## src/rtl/seq_divider.sv

```systemverilog
// -----------------------------------------------------------------------------
// seq_divider
//   Iterative restoring divider for the RISC-V M-extension division ops
//   (DIV, DIVU, REM, REMU). It retires one quotient bit per cycle.
//   Divide-by-zero and signed overflow are resolved in a single cycle.
//
// Parameters
//   XLEN  : operand/result width (even, >= 8)
//   CNT_W : iteration counter width
//
// Ports
//   clk    : clock, rising edge
//   rst_n  : asynchronous active-low reset
//   start  : request a new operation (accepted in IDLE or DONE)
//   op     : funct3[1:0] -> 00 DIV, 01 DIVU, 10 REM, 11 REMU
//   a_in   : dividend
//   b_in   : divisor
//   flush  : abort any in-flight operation, no result produced
//   busy   : high while the iterative datapath is running
//   valid  : one-cycle pulse, c_out holds a fresh result
//   c_out  : result, held until the next completion
//
// Configuration macro
//   DIV_RESULT_CACHE_EN : when defined, remembers the last normal-case
//                         operands and results. A repeat of the same
//                         a/b/signedness completes in one cycle.
// -----------------------------------------------------------------------------
module seq_divider #(
  parameter int XLEN  = 32,
  parameter int CNT_W = $clog2(XLEN + 1)
) (
  input  logic            clk,
  input  logic            rst_n,
  input  logic            start,
  input  logic [1:0]      op,
  input  logic [XLEN-1:0] a_in,
  input  logic [XLEN-1:0] b_in,
  input  logic            flush,
  output logic            busy,
  output logic            valid,
  output logic [XLEN-1:0] c_out
);

  typedef enum logic [1:0] {
    IDLE = 2'd0,
    CALC = 2'd1,
    DONE = 2'd2
  } state_t;

  localparam logic [XLEN-1:0]  ZERO      = {XLEN{1'b0}};
  localparam logic [XLEN-1:0]  ONES      = {XLEN{1'b1}};
  localparam logic [XLEN-1:0]  ONE       = {{(XLEN-1){1'b0}}, 1'b1};
  localparam logic [XLEN-1:0]  MIN_NEG   = {1'b1, {(XLEN-1){1'b0}}};
  localparam logic [CNT_W-1:0] CNT_ZERO  = {CNT_W{1'b0}};
  localparam logic [CNT_W-1:0] CNT_ONE   = {{(CNT_W-1){1'b0}}, 1'b1};
  localparam logic [CNT_W-1:0] LAST_STEP = CNT_W'(XLEN - 1);

  // Two's-complement negate when neg is set.
  function automatic logic [XLEN-1:0] neg_cond(input logic [XLEN-1:0] v,
                                               input logic            neg);
    logic [XLEN-1:0] r;
    if (neg) begin
      r = ~v + ONE;
    end else begin
      r = v;
    end
    return r;
  endfunction

  state_t          state_r;
  logic            busy_r;
  logic            valid_r;
  logic [XLEN-1:0] c_out_r;
  logic [CNT_W-1:0] cnt_r;
  logic            rem_sel_r;   // op[1]: return remainder instead of quotient
  logic            q_neg_r;
  logic            r_neg_r;
  logic [XLEN-1:0] divisor_r;
  logic [XLEN-1:0] quot_r;      // dividend bits shift out, quotient bits shift in
  logic [XLEN-1:0] rem_r;

  // Acceptance-side decode
  logic            a_neg_s;
  logic            b_neg_s;
  logic [XLEN-1:0] a_mag_s;
  logic [XLEN-1:0] b_mag_s;
  logic            div_zero_s;
  logic            ovf_s;
  logic            special_s;
  logic [XLEN-1:0] special_res_s;
  logic            cache_hit_s;
  logic [XLEN-1:0] cache_res_s;

  // Iteration datapath
  logic [XLEN:0]   shifted_s;
  logic [XLEN:0]   trial_s;
  logic [XLEN-1:0] rem_nxt_s;
  logic [XLEN-1:0] quot_nxt_s;
  logic [XLEN-1:0] q_final_s;
  logic [XLEN-1:0] r_final_s;
  logic [XLEN-1:0] res_s;

`ifdef DIV_RESULT_CACHE_EN
  logic            cache_valid_r;
  logic [XLEN-1:0] cache_a_r;
  logic [XLEN-1:0] cache_b_r;
  logic            cache_op0_r;
  logic [XLEN-1:0] cache_q_r;
  logic [XLEN-1:0] cache_r_r;
  logic [XLEN-1:0] a_raw_r;     // original operands of the in-flight op
  logic [XLEN-1:0] b_raw_r;
  logic            op0_r;
`endif

  assign busy  = busy_r;
  assign valid = valid_r;
  assign c_out = c_out_r;

  // Operand decode: magnitudes, special cases and cache lookup at acceptance.
  always_comb begin
    a_neg_s    = ~op[0] & a_in[XLEN-1];
    b_neg_s    = ~op[0] & b_in[XLEN-1];
    a_mag_s    = neg_cond(a_in, a_neg_s);
    b_mag_s    = neg_cond(b_in, b_neg_s);
    div_zero_s = (b_in == ZERO);
    ovf_s      = ~op[0] & (a_in == MIN_NEG) & (b_in == ONES);
    special_s  = div_zero_s | ovf_s;
    // Divide-by-zero takes priority over signed overflow.
    if (div_zero_s) begin
      special_res_s = op[1] ? a_in : ONES;
    end else if (ovf_s) begin
      special_res_s = op[1] ? ZERO : a_in;
    end else begin
      special_res_s = ZERO;
    end
`ifdef DIV_RESULT_CACHE_EN
    cache_hit_s = cache_valid_r & (a_in == cache_a_r) & (b_in == cache_b_r) &
                  (op[0] == cache_op0_r);
    cache_res_s = op[1] ? cache_r_r : cache_q_r;
`else
    cache_hit_s = 1'b0;
    cache_res_s = ZERO;
`endif
  end

  // One restoring shift-subtract step, plus the sign fix-up used on the last step.
  always_comb begin
    shifted_s = {rem_r, quot_r[XLEN-1]};
    trial_s   = shifted_s - {1'b0, divisor_r};
    if (trial_s[XLEN] == 1'b0) begin
      rem_nxt_s  = trial_s[XLEN-1:0];
      quot_nxt_s = {quot_r[XLEN-2:0], 1'b1};
    end else begin
      rem_nxt_s  = shifted_s[XLEN-1:0];
      quot_nxt_s = {quot_r[XLEN-2:0], 1'b0};
    end
    q_final_s = neg_cond(quot_nxt_s, q_neg_r);
    r_final_s = neg_cond(rem_nxt_s, r_neg_r);
    if (rem_sel_r) begin
      res_s = r_final_s;
    end else begin
      res_s = q_final_s;
    end
  end

  // Control FSM with registered busy/valid/c_out and the iteration datapath.
  always_ff @(posedge clk or negedge rst_n) begin
    if (!rst_n) begin
      state_r   <= IDLE;
      busy_r    <= 1'b0;
      valid_r   <= 1'b0;
      c_out_r   <= ZERO;
      cnt_r     <= CNT_ZERO;
      rem_sel_r <= 1'b0;
      q_neg_r   <= 1'b0;
      r_neg_r   <= 1'b0;
      divisor_r <= ZERO;
      quot_r    <= ZERO;
      rem_r     <= ZERO;
`ifdef DIV_RESULT_CACHE_EN
      cache_valid_r <= 1'b0;
      cache_a_r     <= ZERO;
      cache_b_r     <= ZERO;
      cache_op0_r   <= 1'b0;
      cache_q_r     <= ZERO;
      cache_r_r     <= ZERO;
      a_raw_r       <= ZERO;
      b_raw_r       <= ZERO;
      op0_r         <= 1'b0;
`endif
    end else if (flush) begin
      // Abort wins over everything, including a same-cycle start; c_out is kept.
      state_r <= IDLE;
      busy_r  <= 1'b0;
      valid_r <= 1'b0;
    end else begin
      case (state_r)
        IDLE, DONE: begin
          if (start) begin
            rem_sel_r <= op[1];
            if (special_s) begin
              state_r <= DONE;
              busy_r  <= 1'b0;
              valid_r <= 1'b1;
              c_out_r <= special_res_s;
            end else if (cache_hit_s) begin
              state_r <= DONE;
              busy_r  <= 1'b0;
              valid_r <= 1'b1;
              c_out_r <= cache_res_s;
            end else begin
              state_r   <= CALC;
              busy_r    <= 1'b1;
              valid_r   <= 1'b0;
              cnt_r     <= CNT_ZERO;
              q_neg_r   <= a_neg_s ^ b_neg_s;
              r_neg_r   <= a_neg_s;
              divisor_r <= b_mag_s;
              quot_r    <= a_mag_s;
              rem_r     <= ZERO;
`ifdef DIV_RESULT_CACHE_EN
              a_raw_r   <= a_in;
              b_raw_r   <= b_in;
              op0_r     <= op[0];
`endif
            end
          end else begin
            state_r <= IDLE;
            busy_r  <= 1'b0;
            valid_r <= 1'b0;
          end
        end
        CALC: begin
          quot_r <= quot_nxt_s;
          rem_r  <= rem_nxt_s;
          cnt_r  <= cnt_r + CNT_ONE;
          // The last step lands directly in DONE with the sign-corrected result.
          if (cnt_r == LAST_STEP) begin
            state_r <= DONE;
            busy_r  <= 1'b0;
            valid_r <= 1'b1;
            c_out_r <= res_s;
`ifdef DIV_RESULT_CACHE_EN
            cache_valid_r <= 1'b1;
            cache_a_r     <= a_raw_r;
            cache_b_r     <= b_raw_r;
            cache_op0_r   <= op0_r;
            cache_q_r     <= q_final_s;
            cache_r_r     <= r_final_s;
`endif
          end else begin
            state_r <= CALC;
            busy_r  <= 1'b1;
            valid_r <= 1'b0;
          end
        end
        default: begin
          state_r <= IDLE;
          busy_r  <= 1'b0;
          valid_r <= 1'b0;
        end
      endcase
    end
  end

endmodule

```

## config.mk

```make
export PLATFORM = sky130hd
export DESIGN_NAME = seq_divider
export DESIGN_NICKNAME = d
export VERILOG_FILES = /design/src/rtl/seq_divider.sv
export SDC_FILE = /design/constraint.sdc
export NUM_CORES = 1
export LEC_CHECK = 0
export BUFFER_PORTS_ARGS = -buffer_cell sky130_fd_sc_hd__buf_2
export CAP_MARGIN = 0
export CORE_ASPECT_RATIO = 1.1
export CORE_MARGIN = 8
export CORE_UTILIZATION = 40
export DETAILED_ROUTE_END_ITERATION = 16
export SLEW_MARGIN = 20
export SYNTH_ARGS = -nofsm -noshare
export SYNTH_HDL_FRONTEND = slang
export SYNTH_SLANG_ARGS = --single-unit
```

## constraint.sdc

```tcl
create_clock -name clk -period 7.46 [get_ports clk]
set_input_delay 1.492 -clock clk [delete_from_list [all_inputs] [get_ports clk]]
set_output_delay 1.492 -clock clk [all_outputs]
set_load 0.005 [all_outputs]
```

==> results.py <==
metrics = {
    "synthesis": {
        "ys_seq_elements": 139,
        "ys_types": 89,
        "synth_nets": 1621,
        "yosys_warnings": 0,
        "synthCells": 1512,
        "synth_edf_count": 0,
        "syn_area_mm2": 0.01164,
        "async_reset_ff_share_pct": 100.0,
        "syn_area_per_cell_um2": 7.697,
        "yosysSeqAreaShare_pct": 29.89,
        "synth_top_flop_cell": "dfrtp_1",
    },
    "cts": {
        "clock_sinks": 139,
        "cts.clk_slew.worst_paths_ps": 70,
        "cts_tree": "yes",
        "hold_buffers": 0,
        "ctsResizeCount": 0,
        "worstSkewPairLatency_ps": 440,
        "root_buffer": "clkbuf_16",
        "htreeDepth": 4,
        "cts_buffers": 17,
        "cts_setup_buffers": 0,
        "cts_buffer_depth": 2,
    },
    "routing": {
        "avgRoutedWirePerCell_um": 19.01,
        "vias": 11240,
        "finalWirelength_um": 36800,
        "detail_route.iter0.violations": 917,
        "viasPerCell": 5.806,
        "drc": 0,
        "drt_first_pass_iters": 6,
        "antenna_left": 0,
    },
    "sta": {
        "finClkSkew_ps": 9.531,
        "min_period_ps": 5883,
        "setup_slack_ps": 1577,
        "setup-violations-final": 0,
        "fin_crit_sh_pct": 78.86,
        "fmax_ghz": 0.1700,
        "setup-tns-final_ps": 0,
        "rsz0062_at_grt": "no",
        "maxSlewViolCount": 0,
        "slew_headroom_pct": 35.56,
        "holdWs_ps": 473.4,
        "worstMarginPinSlew_ps": 966.5,
        "hold_viol": 0,
    },
    "setup_path": {
        "critPathRequiredTime_ps": 7760,
        "crit_arrival_ps": 6190,
        "cp-end-kind": "register",
        "startpoint_type": "register",
        "path_max_fanout": 46,
        "path_class": "reg -> reg",
    },
    "place": {
        "place.gp.congestion": 0.8972,
        "port_buffers": 103,
        "dp_hpwl_um": 28110,
        "dp.cells": 1903,
        "dp_slack_ps": 1614,
    },
    "die": {
        "design.core.area_mm2": 0.02863,
        "rows": 65,
        "die_y_um": 194.9,
        "ios": 104,
        "start_util_pct": 40.65,
        "die_w_um": 178.6,
        "die_area_mm2": 0.03481,
    },
    "power": {
        "ir_drop_uv": 175.3,
        "p_leak_nw": 5.558,
        "p_per_area_mw_per_mm2": 332.0,
    },
    "finish": {
        "final_layout_size_suffix_gt1_share_pct": 11.68,
        "fin_util_pct": 45.29,
        "nets": 1663,
        "fin_cells": 1936,
        "synthToLayoutAreaGrowth_pct": 11.42,
    },
    "outcome": {
        "status": "finished, final reports clean",
    },
    "flow_run": {
        "max_cap_viol_count": 0,
    },
    "grt": {
        "grt_overflow": 0,
        "grt_pass1_vias": 10280,
        "grtUsageTotal_pct": 20.86,
        "antenna_found_initial": 3,
        "grt_max_degree": 103,
        "grt_first_pass_wirelength_um": 58220,
    },
    "min_path": {
        "hp-class": "reg -> reg",
    },
}
==> report_power, final <==
group	switching [W]	internal, W	leakage, nW
Sequential	0.000195	0.000900	1.78
Clock	0.000388	0.000541	0.306
Combinational	0.00144	0.000838	3.47
==> worst max-delay path: stages (launching register included) <==
cell and delay [ps]:
dfrtp_1 390, inv_1 90, ha_1 220, fa_1 400, nand2b_1 180, a211o_1 310
a22o_1 260, o31ai_4 330, a31oi_4 160, xnor2_4 160, inv_4 350, ha_1 280
nand2_1 100, or4_1 490, or3_1 380, or2_2 320, or4_1 500, o31ai_1 280
xor2_1 180, o21ai_0 90, a21oi_1 180, o31ai_2 80
==> routing by layer <==
metal,global-route usage [%],wire length [um],vias to the layer above
met1,30.24,17400,5269
met5,0,11,-
li1,-,-,5531
met4,4.045,418,2
met2,32.06,16360,408
met3,3.412,2605,31
==> layout make-up <==
cell class                 instances  area, um2
timing repair buffer             115      624.3
antenna                            1      2.502
multi-input combinational       1228       7560
inverter                          53      214.0
clock inverter                    15      201.4
clock buffer                      17      425.4
fill                            2909      15660
sequential                       139       3478
tap                              368      460.4
==> cell usage after synthesis (4+ instances only) <==
cell      instances  share of area, %
clkbuf_1         62               2.0
dfrtp_1         139                30
or2_2             7              0.38
o211ai_1         12              0.77
a21o_1           25               1.6
nand3b_1          7              0.45
and2_1            9              0.48
a31oi_1          17              0.91
buf_2            17              0.73
and3_1           12              0.65
a211oi_1         13              0.84
a21oi_1         181               7.8
nor4_1           14              0.75
nand4_1          22               1.2
nand2_1         169               5.5
buf_1             7              0.23
nand2b_1         10              0.54
nor3_1           26               1.1
o21ai_1           4              0.17
or4_1            11              0.71
nand3_1          20              0.86
a22o_1           11              0.83
o21ai_0         153               6.6
inv_1            51               1.6
o41ai_1           7              0.53
xor2_1           74               5.6
o31ai_1          41               2.6
mux2i_1          19               1.6
nor2_1          149               4.8
a221oi_1          6              0.45
xnor2_1          56               4.2
ha_1             38               4.1
nor2b_1           6              0.32
or3_1            31               1.7
==> placed cells by master (no fill, tap or decap), types with 8 or more instances in the layout <==
master,count
nand3_1,20
a21oi_1,181
and3_1,12
xnor2_1,56
nand2_1,169
buf_2,102
nand2b_1,10
mux2i_1,19
or3_1,30
dfrtp_1,139
or2_2,8
o21ai_0,153
a22o_1,11
nor3_1,26
clkbuf_16,17
and2_1,9
o31ai_1,41
nor4_1,14
or4_1,11
o211ai_1,12
xor2_1,74
a21o_1,24
buf_4,11
a211oi_1,13
ha_1,38
a31oi_1,17
nor2_1,148
inv_1,51
nand4_1,22
==> state kept, by name (all words and copies together), names as in the netlist <==
name,cells
rem_r,32
c_out,32
q_neg_r,1
cnt_r,6
quot_r,32
r_neg_r,1
rem_sel_r,1
state_r,2
divisor_r,32
==> worst paths after layout <==
check | slack (ps) | to | depth (start not counted) | start
worst max-delay path | 1580 | c_out[26] | 21 | quot_r[31]
worst min-delay path | 470 | c_out[21] | 2 | c_out[21]
worst max register to register | 1580 | c_out[26] | 21 | quot_r[31]
worst min register to register | 470 | c_out[21] | 2 | c_out[21]
max in group asynchronous | 5130 | divisor_r[11] | 2 | rst_n
min in group asynchronous | 1120 | state_r[1] | 1 | rst_n
==> metrics by stage <==
step	area, um2	total power (W)
CTS	12960	0.004292
floorplan	11640	0.002776
finish	12970	0.004304
global placement	12330	0.003322
global route	12970	0.004637
detailed placement	12330	0.003349
==> kinds of logic after synthesis <==
| kind of cell | Yosys count | synth area share [%] |
|---|---|---|
| fa+ha+maj | 40 | 4.344 |
| simple gates | 517 | 21.40 |
| xor+xnor | 131 | 10.02 |
| buf+inv | 145 | 5.257 |
| flops | 139 | 29.89 |
| mux | 19 | 1.634 |
| compound gates | 521 | 27.46 |
Power figures use the tool's default switching activity.
